`config.mk`:
```
export PLATFORM = sky130hd
export DESIGN_NAME = wb_cpu_bus_arbiter
export DESIGN_NICKNAME = d
export VERILOG_FILES = /design/src/rtl/wb_cpu_bus_arbiter.sv
export SDC_FILE = /design/constraint.sdc
export NUM_CORES = 1
export LEC_CHECK = 0
export BUFFER_PORTS_ARGS = -buffer_cell sky130_fd_sc_hd__buf_2
export CAP_MARGIN = 5
export CORE_AREA = 2 2 119 121
export DETAILED_ROUTE_END_ITERATION = 6
export DIE_AREA = 0 0 121 123
export MAX_ROUTING_LAYER = met4
export PLACE_DENSITY = 0.51
export SKIP_LAST_GASP = 1
export SLEW_MARGIN = 25
export SYNTH_ARGS = -nofsm -noshare
export SYNTH_HDL_FRONTEND = slang
export SYNTH_SLANG_ARGS = --single-unit
export TNS_END_PERCENT = 5
```
`constraint.sdc`:
```
create_clock -name clk_i -period 3.6 [get_ports clk_i]
set_input_delay 0.18 -clock clk_i [delete_from_list [all_inputs] [get_ports clk_i]]
set_output_delay 0.18 -clock clk_i [all_outputs]
set_load 0.03 [all_outputs]
```
`src/rtl/wb_cpu_bus_arbiter.sv`:
```
// Wishbone B3 N:1 CPU-side bus arbiter.
// Round-robin or fixed priority, cycle locking, bus-timeout watchdog.
module wb_cpu_bus_arbiter #(
  parameter int NUM_MASTERS    = 2,
  parameter int ADDRESS_WIDTH  = 32,
  parameter int DATA_WIDTH     = 32,
  parameter int PRIORITY_MODE  = 0,
  parameter int TIMEOUT_CYCLES = 255
) (
  input  logic                                  clk_i,
  input  logic                                  rst_n_i,
  input  logic [NUM_MASTERS*ADDRESS_WIDTH-1:0]  m_adr_i,
  input  logic [NUM_MASTERS*DATA_WIDTH-1:0]     m_dat_i,
  input  logic [NUM_MASTERS*DATA_WIDTH/8-1:0]   m_sel_i,
  input  logic [NUM_MASTERS-1:0]                m_we_i,
  input  logic [NUM_MASTERS-1:0]                m_stb_i,
  input  logic [NUM_MASTERS-1:0]                m_cyc_i,
  input  logic [NUM_MASTERS*3-1:0]              m_cti_i,
  input  logic [NUM_MASTERS*2-1:0]              m_bte_i,
  output logic [DATA_WIDTH-1:0]                 m_dat_o,
  output logic [NUM_MASTERS-1:0]                m_ack_o,
  output logic [NUM_MASTERS-1:0]                m_err_o,
  output logic [NUM_MASTERS-1:0]                m_rty_o,
  output logic [ADDRESS_WIDTH-1:0]              s_adr_o,
  output logic [DATA_WIDTH-1:0]                 s_dat_o,
  output logic [DATA_WIDTH/8-1:0]               s_sel_o,
  output logic                                  s_we_o,
  output logic                                  s_stb_o,
  output logic                                  s_cyc_o,
  output logic [2:0]                            s_cti_o,
  output logic [1:0]                            s_bte_o,
  input  logic [DATA_WIDTH-1:0]                 s_dat_i,
  input  logic                                  s_ack_i,
  input  logic                                  s_err_i,
  input  logic                                  s_rty_i,
  output logic [NUM_MASTERS-1:0]                grant_o,
  output logic                                  timeout_o
);

  localparam int NM = NUM_MASTERS;
  localparam int AW = ADDRESS_WIDTH;
  localparam int DW = DATA_WIDTH;
  localparam int SW = DATA_WIDTH / 8;
  localparam int IW = (NM > 1) ? $clog2(NM) : 1;
  localparam int WW = (TIMEOUT_CYCLES > 0) ?
                      $clog2(TIMEOUT_CYCLES + 1) : 1;

  typedef enum logic {IDLE, OWNED} state_e;

  state_e        state_q, state_d;
  logic [NM-1:0] grant_q, grant_d;
  logic [IW-1:0] gidx_q, gidx_d;
  logic [IW-1:0] rr_ptr_q, rr_ptr_d;
  logic [WW-1:0] wd_q, wd_d;

  logic          owned;
  logic          g_cyc;
  logic          g_stb;
  logic          term;
  logic          fire;
  logic [IW-1:0] base;
  logic [IW-1:0] cand;
  logic [IW-1:0] win_idx;
  logic          win_any;
  logic [IW-1:0] nxt_ptr;

  assign owned = (state_q == OWNED);
  assign g_cyc = |(grant_q & m_cyc_i);
  assign g_stb = |(grant_q & m_stb_i);
  assign term  = s_ack_i | s_err_i | s_rty_i;
  assign base  = (PRIORITY_MODE == 0) ? rr_ptr_q : '0;

  // Walk the search order backwards so the earliest candidate wins.
  always_comb begin
    win_idx = '0;
    win_any = 1'b0;
    cand    = '0;
    for (int i = NM - 1; i >= 0; i--) begin
      cand = IW'((int'(base) + i) % NM);
      if (m_cyc_i[cand]) begin
        win_idx = cand;
        win_any = 1'b1;
      end
    end
  end

  assign nxt_ptr = (gidx_q == IW'(NM - 1)) ? '0 : gidx_q + 1'b1;

  always_comb begin
    state_d  = state_q;
    grant_d  = grant_q;
    gidx_d   = gidx_q;
    rr_ptr_d = rr_ptr_q;
    unique case (state_q)
      IDLE: begin
        if (win_any) begin
          state_d          = OWNED;
          grant_d          = '0;
          grant_d[win_idx] = 1'b1;
          gidx_d           = win_idx;
        end
      end
      OWNED: begin
        if (!g_cyc) begin
          state_d = IDLE;
          grant_d = '0;
          if (PRIORITY_MODE == 0) rr_ptr_d = nxt_ptr;
        end
      end
    endcase
  end

  always_comb begin
    fire = 1'b0;
    wd_d = '0;
    if (TIMEOUT_CYCLES > 0) begin
      fire = owned && g_stb && (wd_q == WW'(TIMEOUT_CYCLES));
      if (owned && g_stb && !term && !fire) wd_d = wd_q + 1'b1;
    end
  end

  always_ff @(posedge clk_i or negedge rst_n_i) begin
    if (!rst_n_i) begin
      state_q  <= IDLE;
      grant_q  <= '0;
      gidx_q   <= '0;
      rr_ptr_q <= '0;
      wd_q     <= '0;
    end else begin
      state_q  <= state_d;
      grant_q  <= grant_d;
      gidx_q   <= gidx_d;
      rr_ptr_q <= rr_ptr_d;
      wd_q     <= wd_d;
    end
  end

  always_comb begin
    s_adr_o = '0;
    s_dat_o = '0;
    s_sel_o = '0;
    s_we_o  = 1'b0;
    s_cti_o = '0;
    s_bte_o = '0;
    for (int k = 0; k < NM; k++) begin
      s_adr_o |= {AW{grant_q[k]}} & m_adr_i[k*AW +: AW];
      s_dat_o |= {DW{grant_q[k]}} & m_dat_i[k*DW +: DW];
      s_sel_o |= {SW{grant_q[k]}} & m_sel_i[k*SW +: SW];
      s_we_o  |= grant_q[k] & m_we_i[k];
      s_cti_o |= {3{grant_q[k]}} & m_cti_i[k*3 +: 3];
      s_bte_o |= {2{grant_q[k]}} & m_bte_i[k*2 +: 2];
    end
  end

  // A firing watchdog kills the strobe and turns any late ack into err.
  assign s_stb_o   = g_stb & ~fire;
  assign s_cyc_o   = g_cyc & ~fire;
  assign m_ack_o   = grant_q & {NM{s_ack_i & ~fire}};
  assign m_err_o   = grant_q & {NM{s_err_i | fire}};
  assign m_rty_o   = grant_q & {NM{s_rty_i & ~fire}};
  assign m_dat_o   = s_dat_i;
  assign grant_o   = grant_q;
  assign timeout_o = fire;

endmodule

```
# After elaboration in Yosys (flattened, before gate mapping)
# Cells that the tools add are included.
[classes] n_addsub=3 mul=0 div=0 magnitude_cmp=4 n_eq_ne=3 shift=0 mux=18 bitwise_logic=33 reduce_logical=12
[op_table] op="$and 32x32->32" n=4
[op_table] op="$or 32x32->32" n=2
[op_table] op="$and 2x2->2" n=7
[op_table] op="$mux 1" n=12
[op_table] op="$add 8x1->8 const B" n=1
[op_table] op="$and 4x4->4" n=2
[op_table] op="$eq 8x8->1 const B" n=1
[op_table] op="$mux 8" n=1
[op_table] op="$and 1x1->1" n=6
[op_table] op="$and 3x3->3" n=2
[op_table] op="$lt 1x2->1 const B" n=3
[op_table] op="$reduce_and 2->1" n=3
[op_table] op="$logic_and 1x1->1" n=5
[op_table] op="$mux 2" n=2
[op_table] op="$ne 2x2->1 const B" n=2
[op_table] op="$or 1x1->1" n=4
[op_table] op="$or 4x4->4" n=1
[op_table] op="$pmux 2 s2" n=1
[op_table] op="$reduce_or 2->1" n=2
[op_table] op="$not 1->1" n=3
[op_table] op="$or 3x3->3" n=1
[op_table] op="$add 1x1->1 const B" n=2
[op_table] op="$logic_not 1->1" n=2
[op_table] op="$or 2x2->2" n=1
[op_table] op="other kinds (3)" n=3
[totals] regBits=13 latchBits=0 ramBits=0 rom_bits=0 inputBits=189 elab_cells=78 memories=0

# Logic depth before layout (Yosys ltp)
[depth] word_depth=11 depth_mapped=5

# Least setup slack after synthesis
# No wires, ideal clock.
[synth_timing] path_kind="flip-flop to output port" from="register grant_q[1], in the netlist grant_o[1]" to="output port m_ack_o[1]" t_arrival_ns=1.577 required_ns=3.420 setup_slack_ns=1.843 stages_incl_launch_ff=5 path_buffers=2 cell_sequence="dfrtp_1 -> buf_2 -> clkbuf_1 -> nand2_1 -> a21oi_1"
[synth_via] elab_chain_cells=7
[synth_rtl] item="from (decl)" line_no="51" rtl="logic [NM-1:0] grant_q, grant_d;"
[synth_rtl] item="from (signal assigned)" line_no="131" rtl="grant_q <= grant_d;"
[synth_rtl] item="$and 2x2->2" line_no="69" rtl="assign g_stb = |(grant_q & m_stb_i);"
[synth_rtl] item="$reduce_or 2->1" line_no="69"
[synth_rtl] item="$logic_and 1x1->1 (2 in series)" line_no="117" rtl="fire = owned && g_stb && (wd_q == WW'(TIMEOUT_CYCLES));"
[synth_rtl] item="$not 1->1" line_no="158" rtl="assign m_ack_o = grant_q & {NM{s_ack_i & ~fire}};"
[synth_rtl] item="$and 1x1->1" line_no="158"
[synth_rtl] item="$and 2x2->2 *" line_no="158"
[synth_rtl] item="to (decl)" line_no="21" rtl="output logic [NUM_MASTERS-1:0] m_ack_o,"
# Every way passes the cells marked *; elsewhere a longest branch is shown, timed or not.

# Worst setup path after layout
[layout_timing] from="register grant_q[0], in the netlist grant_o[0]" to="output port s_cyc_o"
[layout_via] elab_chain_cells=6
[layout_rtl] item="$and 2x2->2" line_no="69"
[layout_rtl] item="$reduce_or 2->1" line_no="69"
[layout_rtl] item="$logic_and 1x1->1 (2 in series)" line_no="117"
[layout_rtl] item="$not 1->1" line_no="157" rtl="assign s_cyc_o = g_cyc & ~fire;"
[layout_rtl] item="$and 1x1->1 *" line_no="157"
[layout_rtl] item="to (decl)" line_no="29" rtl="output logic s_cyc_o,"
# Marks and branches as above.

==> results by group <==
Run status
  • Outcome: finished, final reports clean

Synthesis
  • Share of the synthesized area in the top cell type: 0.397
  • Syn Nets: about 400
  • Top cells by area, synth: a22o_1 40%, dfrtp_1 19%, buf_4 15%
  • Yosys warnings: 0
  • Synth Flop Type: dfrtp_1
  • Largest area contributor in the netlist: a22o_1
  • Cell Area, Synth: approximately 1700 um^2
  • Ys async rst share: 1.00
  • Yosys reg bits: 13
  • Number of synthesized flops with an enable pin: 0
  • Cell variety after synth: 32
  • Avg Inst Size Synth: between 8 and 9 um^2
  • Seq/Total Area, Yosys: 0.192
  • Synth Instances: around 200

Clocking
  • Root Driver: clkbuf_16
  • Clock transition at the registers of the reported paths: 0.04 ns
  • Clock insertion delay at the later pin of the skew report: 0.24 ns
  • H-tree depth: 1
  • CTS tree: done
  • Max clock buf depth: 2
  • Cts bufs inserted: 3
  • Clock sinks: 13
  • Post-CTS Resized: 0

Critical path
  • Worst setup EP type: output pin
  • Setup CP Type: reg -> out
  • Worst Setup Start Kind: flop
  • WP data required: 3.42 ns
  • R2R depth: 4
  • Worst EP arrival: 2.12 ns
  • Crit-path max FO: 61

Pwr
  • Maximum vdd drop: ~0.55 mV
  • Net Sw Frac: 0.609
  • Sw power: 1.42 mW
  • Sequential Power Share: 0.118
  • Internal power: between 0.9 and 1 mW
  • Combinational power share: 0.792
  • Total power: 2.33 mW
  • Pleak: 1.64 nW
  • PwrDens: 801 nW/um^2
  • Clock network fraction of total power: 0.090

Cells and area
  • Design Area, Final: 2910 um^2
  • Layout Utilization: 0.214
  • Layout overhead on the synthesized area: 71.5%
  • Share of cells above drive strength 1: 0.626
  • Nets: roughly 590
  • Fillcell total: 1518

Timing
  • Max-slew headroom: 0.484
  • Slew @ Worst Pin: 0.770 ns
  • Final period utilization: 0.639
  • Max Fclk: 435 MHz
  • RSZ-0062 raised after global routing: false
  • Setup-failing EPs final: 0
  • Minimum clock period: between 2 and 2.5 ns
  • Pins Over Slew Limit: 0
  • Clock skew: about 0.0033 ns
  • Fin. Hold Viols: 0
  • Post-route setup TNS: 0 ns

Global route
  • Total GRT Usage: 0.115
  • Number of global-route vias before repair: 2337
  • Grt total ovfl: 0
  • First-pass GRT wire length: 12800 um
  • Initial antenna violation count: 0
  • Largest net degree at the start of global routing: 62

Die
  • Rows: 43
  • # IOs: 306
  • Starting Density: 0.125
  • Die W: 121 um
  • Core ar.: 13600 um^2
  • Die Ht: 123 um
  • Die area: 14900 um^2

Detailed routing
  • DRC: 0
  • DRT Pass-1 Iters: 4
  • First-iteration detailed-routing DRC count: 142
  • Antenna Nets Post-Route: 0
  • Final WL: 9170 um
  • Wire per inst: 15.8 um
  • Vias: around 2.5k
  • DR vias/cell: 4.25

Placed design
  • I/O Buffers: 241
  • Dpl hpwl: roughly 8000 um
  • RePlAce Congestion: between 0.8 and 0.9
  • Placed Instance Area: about 2800 um^2

Job
  • Number of max-cap violations: 0

Min path
  • Worst Hold Class: in -> reg
  • Hold path cells: 3
[cells by family after synthesis]
kind of cell,synth area share
compound gates,0.488
fa+ha+maj,0.00737
buf+inv,0.198
xor+xnor,0.0155
simple gates,0.0996
flops,0.192
[routing by layer]
layer | track usage | vias to the layer above | wire, um
met1 | 0.148 | 1147 | 4020
li1 | - | 1165 | -
met2 | 0.191 | 156 | 4410
met5 | - | - | 0
met3 | 0.0180 | 5 | 679
met4 | 0.0240 | 0 | 59
[critical path, stage by stage, from the launching register on]
cell	delay (ns)
dfrtp_2	0.63
buf_4	0.55
a22oi_1	0.24
a21oi_1	0.17
buf_2	0.21
[final timing paths]
path / from / to / slack (ns)
min: m_cyc_i[1] / gidx_q / 0.27
max in group asynchronous: rst_n_i / grant_o[0] / 3.00
max reg2reg: grant_o[0] / base / 1.72
max: grant_o[0] / s_cyc_o / 1.30
min in group asynchronous: rst_n_i / owned / 0.35
min reg2reg: gidx_q / base / 0.46
[placed cells by master (no fill, tap or decap), types with 3 or more instances in the layout]
cell / Yosys / routed
a21oi_1: 11 / 11
a22o_1: 77 / 77
buf_2: 4 / 241
clkbuf_16: 0 / 3
dfrtp_1: 13 / 11
nand2_1: 9 / 9
nand3_1: 4 / 4
nor2_1: 3 / 3
nor3_1: 4 / 4
o21ai_0: 4 / 4
[through the flow]
step                hold slack [ns]  setup WS (ns)  instances
finish                        0.268           1.30        582
global route                  0.313           1.11        581
CTS                           0.265           1.30        581
detailed placement           0.0803           1.57        576
global placement             0.0840           1.60        576
floorplan                    -0.116           1.84        206
[sequential cells by signal, indices dropped and copies added, names as in the netlist]
register and count:
base 1, grant_o 2, wd_q 8, gidx_q 1
owned 1
[power groups by stage]
stage          Combinational, mW  Sequential, mW  Clock [mW]
6_report                    1.85           0.275       0.210
5_1_grt                     1.94           0.291       0.223
4_1_cts                     1.86           0.278       0.218
3_5_place_dp                1.86           0.280           0
3_3_place_gp                1.84           0.275           0
2_1_floorplan               1.40           0.211           0
[cells in the mapped netlist, types with 2 or more instances]
library cell / n
a22o_1: 77
buf_4: 33
clkbuf_1: 16
dfrtp_1: 13
a21oi_1: 11
nand2_1: 9
buf_2: 4
nand3_1: 4
nor3_1: 4
o21ai_0: 4
nor2_1: 3
a22oi_1: 2
and3_1: 2
inv_1: 2
nand4_1: 2
o22ai_1: 2
or3_1: 2
xor2_1: 2
[repair_timing]
action                    CTS  global route
buffers inserted            0             0
hold buffers                1             0
hold endpoints to repair   13             0
[final cells by class]
| class | count | area [um^2] | share of cell area |
|---|---|---|---|
| repair buffers | 244 | 1230 | 0.423 |
| multi-input cells | 138 | 1040 | 0.356 |
| flip-flops and latches | 13 | 328 | 0.113 |
| well taps | 180 | 225 | 0.0774 |
| clock buffers | 4 | 78.8 | 0.0271 |
| inverters | 2 | 7.51 | 0.00258 |
| diodes | 1 | 2.50 | 0.000860 |
(Power assumes the default switching activity.)
